`src/rtl/apb_req_arbiter.sv`:
```
// rtl/apb_req_arbiter.sv - two-requester round-robin APB master front-end
// Optional macro APB_TIMEOUT_EN bounds ACCESS wait states to TIMEOUT_CYC cycles.
module apb_req_arbiter #(
   parameter int ADDR_W      = 5,
   parameter int DATA_W      = 32,
   parameter int TIMEOUT_CYC = 16
) (
   input  logic              PCLK,
   input  logic              PRESET,
   input  logic [1:0]        REQ_VALID,
   input  logic [1:0]        REQ_WRITE,
   input  logic [ADDR_W-1:0] REQ_ADDR0,
   input  logic [ADDR_W-1:0] REQ_ADDR1,
   input  logic [DATA_W-1:0] REQ_WDATA0,
   input  logic [DATA_W-1:0] REQ_WDATA1,
   output logic [1:0]        REQ_DONE,
   output logic [DATA_W-1:0] RSP_RDATA,
   output logic              RSP_ERR,
   output logic [1:0]        PSEL,
   output logic              PENABLE,
   output logic              PWRITE,
   output logic [ADDR_W-1:0] PADDR,
   output logic [DATA_W-1:0] PWDATA,
   input  logic              PREADY,
   input  logic [DATA_W-1:0] PRDATA,
   input  logic              PSLVERR
);

   typedef enum logic [1:0] {
      S_IDLE   = 2'd0,
      S_SETUP  = 2'd1,
      S_ACCESS = 2'd2
   } state_t;

   if (TIMEOUT_CYC < 1) begin : g_bad_timeout
      $error("TIMEOUT_CYC must be at least 1");
   end

   state_t            r_state;
   logic              r_ptr;
   logic              r_win;
   logic              r_write;
   logic [ADDR_W-1:0] r_addr;
   logic [DATA_W-1:0] r_wdata;
   logic [DATA_W-1:0] r_rdata;
   logic              r_err;
   logic [1:0]        r_psel;
   logic              r_penable;
   logic [1:0]        r_done;

`ifdef APB_TIMEOUT_EN
   localparam int CNT_W = (TIMEOUT_CYC > 1) ? $clog2(TIMEOUT_CYC) : 1;
   localparam logic [CNT_W-1:0] CNT_LAST = CNT_W'(TIMEOUT_CYC - 1);
   logic [CNT_W-1:0]  r_wait_cnt;
`endif

   logic [1:0]        w_win_oh;
   logic [1:0]        w_elig;
   logic              w_any;
   logic              w_pick;
   logic              w_pick_write;
   logic [ADDR_W-1:0] w_pick_addr;
   logic [DATA_W-1:0] w_pick_wdata;
   logic [1:0]        w_pick_sel;

   // A requester keeps REQ_VALID high through its completion edge and the
   // REQ_DONE cycle, so those bits must not start a duplicate transfer.
   always_comb begin
      w_win_oh     = r_win ? 2'b10 : 2'b01;
      w_elig       = REQ_VALID & ~r_done & ((r_state == S_ACCESS) ? ~w_win_oh : 2'b11);
      w_any        = |w_elig;
      w_pick       = (w_elig == 2'b11) ? r_ptr : w_elig[1];
      w_pick_write = w_pick ? REQ_WRITE[1] : REQ_WRITE[0];
      w_pick_addr  = w_pick ? REQ_ADDR1 : REQ_ADDR0;
      w_pick_wdata = w_pick ? REQ_WDATA1 : REQ_WDATA0;
      w_pick_sel   = w_pick_addr[ADDR_W-1] ? 2'b10 : 2'b01;
   end

   always_ff @(posedge PCLK or posedge PRESET) begin
      if (PRESET) begin
         r_state    <= S_IDLE;
         r_ptr      <= 1'b0;
         r_win      <= 1'b0;
         r_write    <= 1'b0;
         r_addr     <= '0;
         r_wdata    <= '0;
         r_rdata    <= '0;
         r_err      <= 1'b0;
         r_psel     <= 2'b00;
         r_penable  <= 1'b0;
         r_done     <= 2'b00;
`ifdef APB_TIMEOUT_EN
         r_wait_cnt <= '0;
`endif
      end else begin
         r_done <= 2'b00;
         case (r_state)
            S_IDLE: begin
               if (w_any) begin
                  r_win     <= w_pick;
                  r_write   <= w_pick_write;
                  r_addr    <= w_pick_addr;
                  r_wdata   <= w_pick_wdata;
                  r_psel    <= w_pick_sel;
                  r_penable <= 1'b0;
                  r_state   <= S_SETUP;
               end
            end
            S_SETUP: begin
               r_penable  <= 1'b1;
               r_state    <= S_ACCESS;
`ifdef APB_TIMEOUT_EN
               r_wait_cnt <= '0;
`endif
            end
            S_ACCESS: begin
               if (PREADY) begin
                  r_rdata   <= r_write ? '0 : PRDATA;
                  r_err     <= PSLVERR;
                  r_done    <= w_win_oh;
                  r_ptr     <= ~r_win;
                  r_penable <= 1'b0;
                  if (w_any) begin
                     r_win   <= w_pick;
                     r_write <= w_pick_write;
                     r_addr  <= w_pick_addr;
                     r_wdata <= w_pick_wdata;
                     r_psel  <= w_pick_sel;
                     r_state <= S_SETUP;
                  end else begin
                     r_psel  <= 2'b00;
                     r_state <= S_IDLE;
                  end
               end
`ifdef APB_TIMEOUT_EN
               else if (r_wait_cnt == CNT_LAST) begin
                  r_rdata   <= '0;
                  r_err     <= 1'b1;
                  r_done    <= w_win_oh;
                  r_ptr     <= ~r_win;
                  r_psel    <= 2'b00;
                  r_penable <= 1'b0;
                  r_state   <= S_IDLE;
               end else begin
                  r_wait_cnt <= r_wait_cnt + 1'b1;
               end
`endif
            end
            default: begin
               r_psel    <= 2'b00;
               r_penable <= 1'b0;
               r_state   <= S_IDLE;
            end
         endcase
      end
   end

   assign REQ_DONE  = r_done;
   assign RSP_RDATA = r_rdata;
   assign RSP_ERR   = r_err;
   assign PSEL      = r_psel;
   assign PENABLE   = r_penable;
   assign PWRITE    = r_write;
   assign PADDR     = r_addr;
   assign PWDATA    = r_wdata;

endmodule

```
`config.mk`:
```
export PLATFORM = sky130hd
export DESIGN_NAME = apb_req_arbiter
export DESIGN_NICKNAME = d
export VERILOG_FILES = /design/src/rtl/apb_req_arbiter.sv
export SDC_FILE = /design/constraint.sdc
export NUM_CORES = 1
export LEC_CHECK = 0
export CAP_MARGIN = 20
export CORE_UTILIZATION = 40
export DETAILED_ROUTE_END_ITERATION = 12
export PLACE_DENSITY = 0.88
export SLEW_MARGIN = 20
export SYNTH_ARGS = -nofsm -noshare
export SYNTH_HDL_FRONTEND = slang
export SYNTH_SLANG_ARGS = --single-unit
```
`constraint.sdc`:
```
create_clock -name PCLK -period 2.95 [get_ports PCLK]
set_input_delay 0.4425 -clock PCLK [delete_from_list [all_inputs] [get_ports PCLK]]
set_output_delay 0.4425 -clock PCLK [all_outputs]
set_load 0.1 [all_outputs]
```
==> metrics, run 1 <==
worst skew pair latency 0.34 ns; number of remaining DRC errors 0; Max Slew Vio Count 0; RSZ-0062 raised after global routing no; CTS Hold Bufs 0; crit path DAT 2.31 ns; area of the multi-input gates 0.00167 mm²; total number of vias 2,844; R2R depth 5; Post CTS Setup Buffer Count 0; most frequent cells after synthesis dfrtp_1, mux2_2, mux2_4; maximum clock insertion buffer count 2; sequential area share after synthesis 0.527; share of cells above drive strength 1 0.359; part of the cycle the worst path needs 0.713; Final Skew 0.00984 ns; area share of the largest cell type after synthesis 0.527; initial antenna violation count 0; I/O pins 190; chip width 98.9 µm; slowest cell on the critical path clkdlybuf4s50_1; Final Non-Filler Cells 598; vias in the first global route 2,989; synth warn 0; Post-synth ARST share 1.00; clock slew at reported path FFs 0.07 ns; status finished clean; CTS tree built; RePlAce Congestion 0.708; worst r2r src PENABLE; Routed Antenna Nets 0; count leader, synth dfrtp_1; drt total wl 9000 µm; GR Overflow Total 0; cts repair resizes 0; CTS Root Buffer Type clkbuf_8; CP Capture Point PWDATA[19]; worst path cell trace clkdlybuf4s50_1 -> nor2b_1 -> o21ai_0 -> a21oi_4 -> buf_4 -> mux2_2; register area 0.00198 mm²; Slew @ Worst Pin 0.658 ns; unique cell type count in the Yosys netlist 23; Synth Cell Area 0.00375 mm²; final-stage net count 601; row count 34; cts bufs inserted 9; worst r2r dst PWDATA[19]; syn nets 411; synthesized area per cell 12.6 µm²; Worst Path Required 3.16 ns; first-pass GRT wire length 14,400 µm; final-layout fill cell count 682; Setup TNS Final 0 ns; Final HPWL DP 6830 µm; H-tree Lvls 3; Vias/cell 4.76; fin crit period 2.10 ns; number of flops mapped to enable cells by yosys 0; 1st-iter DRT viols 35; area delta synth->final 52.7%; Synth Flop Type dfrtp_1; synth top area cells dfrtp_1, mux2_4, mux2_2; starting density of the core 0.422; CP endpoint kind flop; overall routing resource usage 0.187; number of port buffers 189; design area 0.00573 mm²; DIE AREA 0.00977 mm²; Min-Delay Path Class input port to asynchronous set/reset pin; chip height 98.9 µm; Placed Cells 584; area of the core 0.00889 mm²; DR WL/cell 15.0 µm; pin count of the biggest net entering global routing 50; Pre-Repair DR Iteration Count 4; reg-to-reg setup timing slack 0.98 ns; Crit Path Max Fanout 31; CP startpoint REQ_VALID[1]; crit path kind input port to flop; count of final hold-check violations 0; n_diodes 0; fmax 0.476 GHz; max cap viols 0; final number of setup-violating endpoints 0; Critical Path Start Type input port; Rel. slew slack 0.560; DP Area 0.00558 mm²; number of synthesized register bits 79; worst stage delay on the critical path 0.47 ns; clock sinks 79; Syn Inst Count 297; Synth area leader dfrtp_1
[registers in the layout, indices dropped and copies added, names as in the netlist]
| signal | flops |
|---|---|
| PWDATA | 32 |
| RSP_RDATA | 32 |
| PADDR | 5 |
| PSEL | 2 |
| REQ_DONE | 2 |
| PENABLE | 1 |
| PWRITE | 1 |
| RSP_ERR | 1 |
| r_ptr | 1 |
| r_state | 1 |
| r_win | 1 |
[metrics by stage]
step	hold WS, ns	util	setup WS (ns)
floorplan	0.485	-	0.484
global placement	0.463	0.628	0.563
detailed placement	0.471	0.628	0.496
CTS	0.458	0.644	0.857
global route	0.502	0.644	0.766
finish	0.452	0.644	0.848
[area by class of cell]
cell class / count / share of cell area
Clock buffer: 12 / 0.0236
Clock inverter: 2 / 0.00175
Inverter: 3 / 0.00218
Multi-Input combinational cell: 197 / 0.292
Sequential cell: 79 / 0.345
Tap cell: 108 / 0.0236
Timing Repair Buffer: 197 / 0.312
[cells by family after synthesis]
| group | after synthesis | synth area share |
|---|---|---|
| multiplexers | 79 | 0.273 |
| flip-flops | 79 | 0.527 |
| AND/OR/NAND/NOR | 76 | 0.103 |
| AO/OA/AOI/OAI | 42 | 0.0664 |
| buffers and inverters | 21 | 0.0303 |
[cells in the final DEF (no fill, tap or decap), types with 3 or more instances in the layout]
cell,n
buf_4,82
clkbuf_1,3
clkbuf_8,9
o21ai_0,34
mux2_2,39
mux2_4,37
clkdlybuf4s50_1,113
dfrtp_1,79
clkinv_2,3
nand2_1,34
nand2b_1,35
[routing by layer]
layer	vias to the layer above	wire length, µm	global-route usage
li1	1390	-	-
met1	1324	3710	0.225
met2	123	4400	0.320
met3	7	812	0.0631
met4	0	76	0.0505
met5	-	0	0
[worst min-delay path by stage]
stage / endpoint / slack (ns) / depth (start not counted)
after floorplan: REQ_DONE[0] / 0.48 / 1
after global placement: RSP_RDATA[7] / 0.46 / 2
after detailed placement: RSP_RDATA[8] / 0.47 / 2
after CTS: PWDATA[10] / 0.46 / 2
after global routing: PWDATA[2] / 0.50 / 2
final: PWDATA[10] / 0.45 / 2
[critical path, delay by kind of cell]
family	cells	cell delay (ns)
mux	1	0.39
simple gates	1	0.26
buf+inv	2	0.84
compound gates	2	0.37
Power of run 1 is not shown: default switching activity piles up to over one toggle a cycle in this logic, so the estimate is an artifact.
==> inputs of run 2 (changes only) <==
clock period = 2.1 ns   (was 2.95 ns; I/O delays follow)
==> metrics, run 2 (synthesis gave the netlist of run 1 again) <==
max cap viols 0; design area 0.00582 mm²; WP depth 5; overall routing resource usage 0.198; Setup TNS Final 0 ns; clock slew at reported path FFs 0.08 ns; clock sinks 79; CP endpoint kind flop; share of cells above drive strength 1 0.376; GRT Max-Usage Layer met2; GR Overflow Total 0; 1st-iter DRT viols 72; Placed Cells 589; Vias/cell 4.89; chip width 98.9 µm; Final Non-Filler Cells 605; Routed Antenna Nets 0; worst skew pair latency 0.34 ns; CTS Hold Bufs 0; Pre-Repair DR Iteration Count 4; met2 GRT Util 0.348; CP top delay family multiplexers; starting density of the core 0.422; register area 0.00199 mm²; CP bufs+invs 1; Final HPWL DP 7010 µm; row count 34; initial antenna violation count 0; post-route setup slack 0.0998 ns; commonest non-fill, non-tap cell in the layout clkdlybuf4s50_1; final-stage net count 606; worst r2r src PENABLE; met3 Use GR 0.0504; Crit Path Max Fanout 13; Slew @ Worst Pin 0.584 ns; final-layout fill cell count 702; maximum clock insertion buffer count 2; number of remaining DRC errors 0; worst stage delay on the critical path 0.47 ns; fin crit period 2.00 ns; DIE AREA 0.00977 mm²; area of the core 0.00889 mm²; Max Slew Vio Count 0; pin count of the biggest net entering global routing 80; final number of setup-violating endpoints 0; RePlAce Congestion 0.771; fmax 0.500 GHz; Rel. slew slack 0.610; area delta synth->final 55.2%; status finished clean; Worst Path Required 2.32 ns; Min-Delay Path Class input port to asynchronous set/reset pin; CP startpoint PENABLE; DR WL/cell 15.4 µm; slowest cell on the critical path dfrtp_4; R2R depth 5; vias in the first global route 3,114; cts repair resizes 0; count of final hold-check violations 0; Post CTS Setup Buffer Count 0; CTS tree built; worst path cell trace nor2b_2 -> o311ai_4 -> buf_4 -> mux2_4 -> mux2_2; met1 usage 0.233; crit path DAT 2.22 ns; number of port buffers 189; Critical Path Start Type flop; first-pass GRT wire length 15,200 µm; chip height 98.9 µm; RSZ-0062 raised after global routing no; total number of vias 2,961; cts bufs inserted 9; I/O pins 190; Placement Setup Slack -0.135 ns; crit path kind flop to flop; H-tree Lvls 3; Final Skew 0.0102 ns; most frequent cells in the layout clkdlybuf4s50_1, buf_4, dfrtp_1; drt total wl 9320 µm; DP Area 0.00566 mm²; n_diodes 0; part of the cycle the worst path needs 0.952; CTS Root Buffer Type clkbuf_8; area of the multi-input gates 0.00167 mm²
## run 2: cell types whose count changed in the layout (fill, tap and decap cells not counted), moves of 2 or more
cell        previous run  this run
dfrtp_1               79        76
clkinvlp_4             0         5
buf_4                 82        85
clkinv_2               3         1
dfrtp_4                0         2
buf_12                 2         4
## run 2: worst paths after layout
path / endpoint / slack [ns]
worst max-delay path: PADDR[4] / 0.1
max in group asynchronous: RSP_RDATA[26] / 1.30
worst min register to register: RSP_RDATA[10] / 0.49
worst min-delay path: PWDATA[10] / 0.45
worst max register to register: PADDR[4] / 0.1
min in group PCLK: RSP_RDATA[10] / 0.49
## run 2: worst min-delay path, stage by stage
cell	delay, ns
clkdlybuf4s50_1	0.45
clkinvlp_4	0.10
buf_12	0.34
## run 2: area by class of cell
type,count,area share
clock buffers,11,0.0226
well taps,108,0.0232
inverters,3,0.00258
flip-flops and latches,79,0.341
repair buffers,202,0.318
multi-input cells,197,0.287
clock inverters,5,0.00602
## run 2: routing by layer
layer | part of all wire | routed length, µm | up-vias
met2 | 0.50 | 4650 | 128
met5 | 0 | 0 | -
li1 | - | - | 1401
met4 | 0.019 | 178 | 0
met1 | 0.40 | 3770 | 1415
met3 | 0.077 | 720 | 17
## run 2: stage by stage
| stage | utilization | hold WS (ns) |
|---|---|---|
| 6_report | 0.655 | 0.450 |
| 5_1_grt | 0.655 | 0.493 |
| 4_1_cts | 0.655 | 0.465 |
| 3_5_place_dp | 0.636 | 0.474 |
| 3_3_place_gp | 0.636 | 0.466 |
| 2_1_floorplan | - | 0.419 |
Power of run 2 is left out for the same reason.
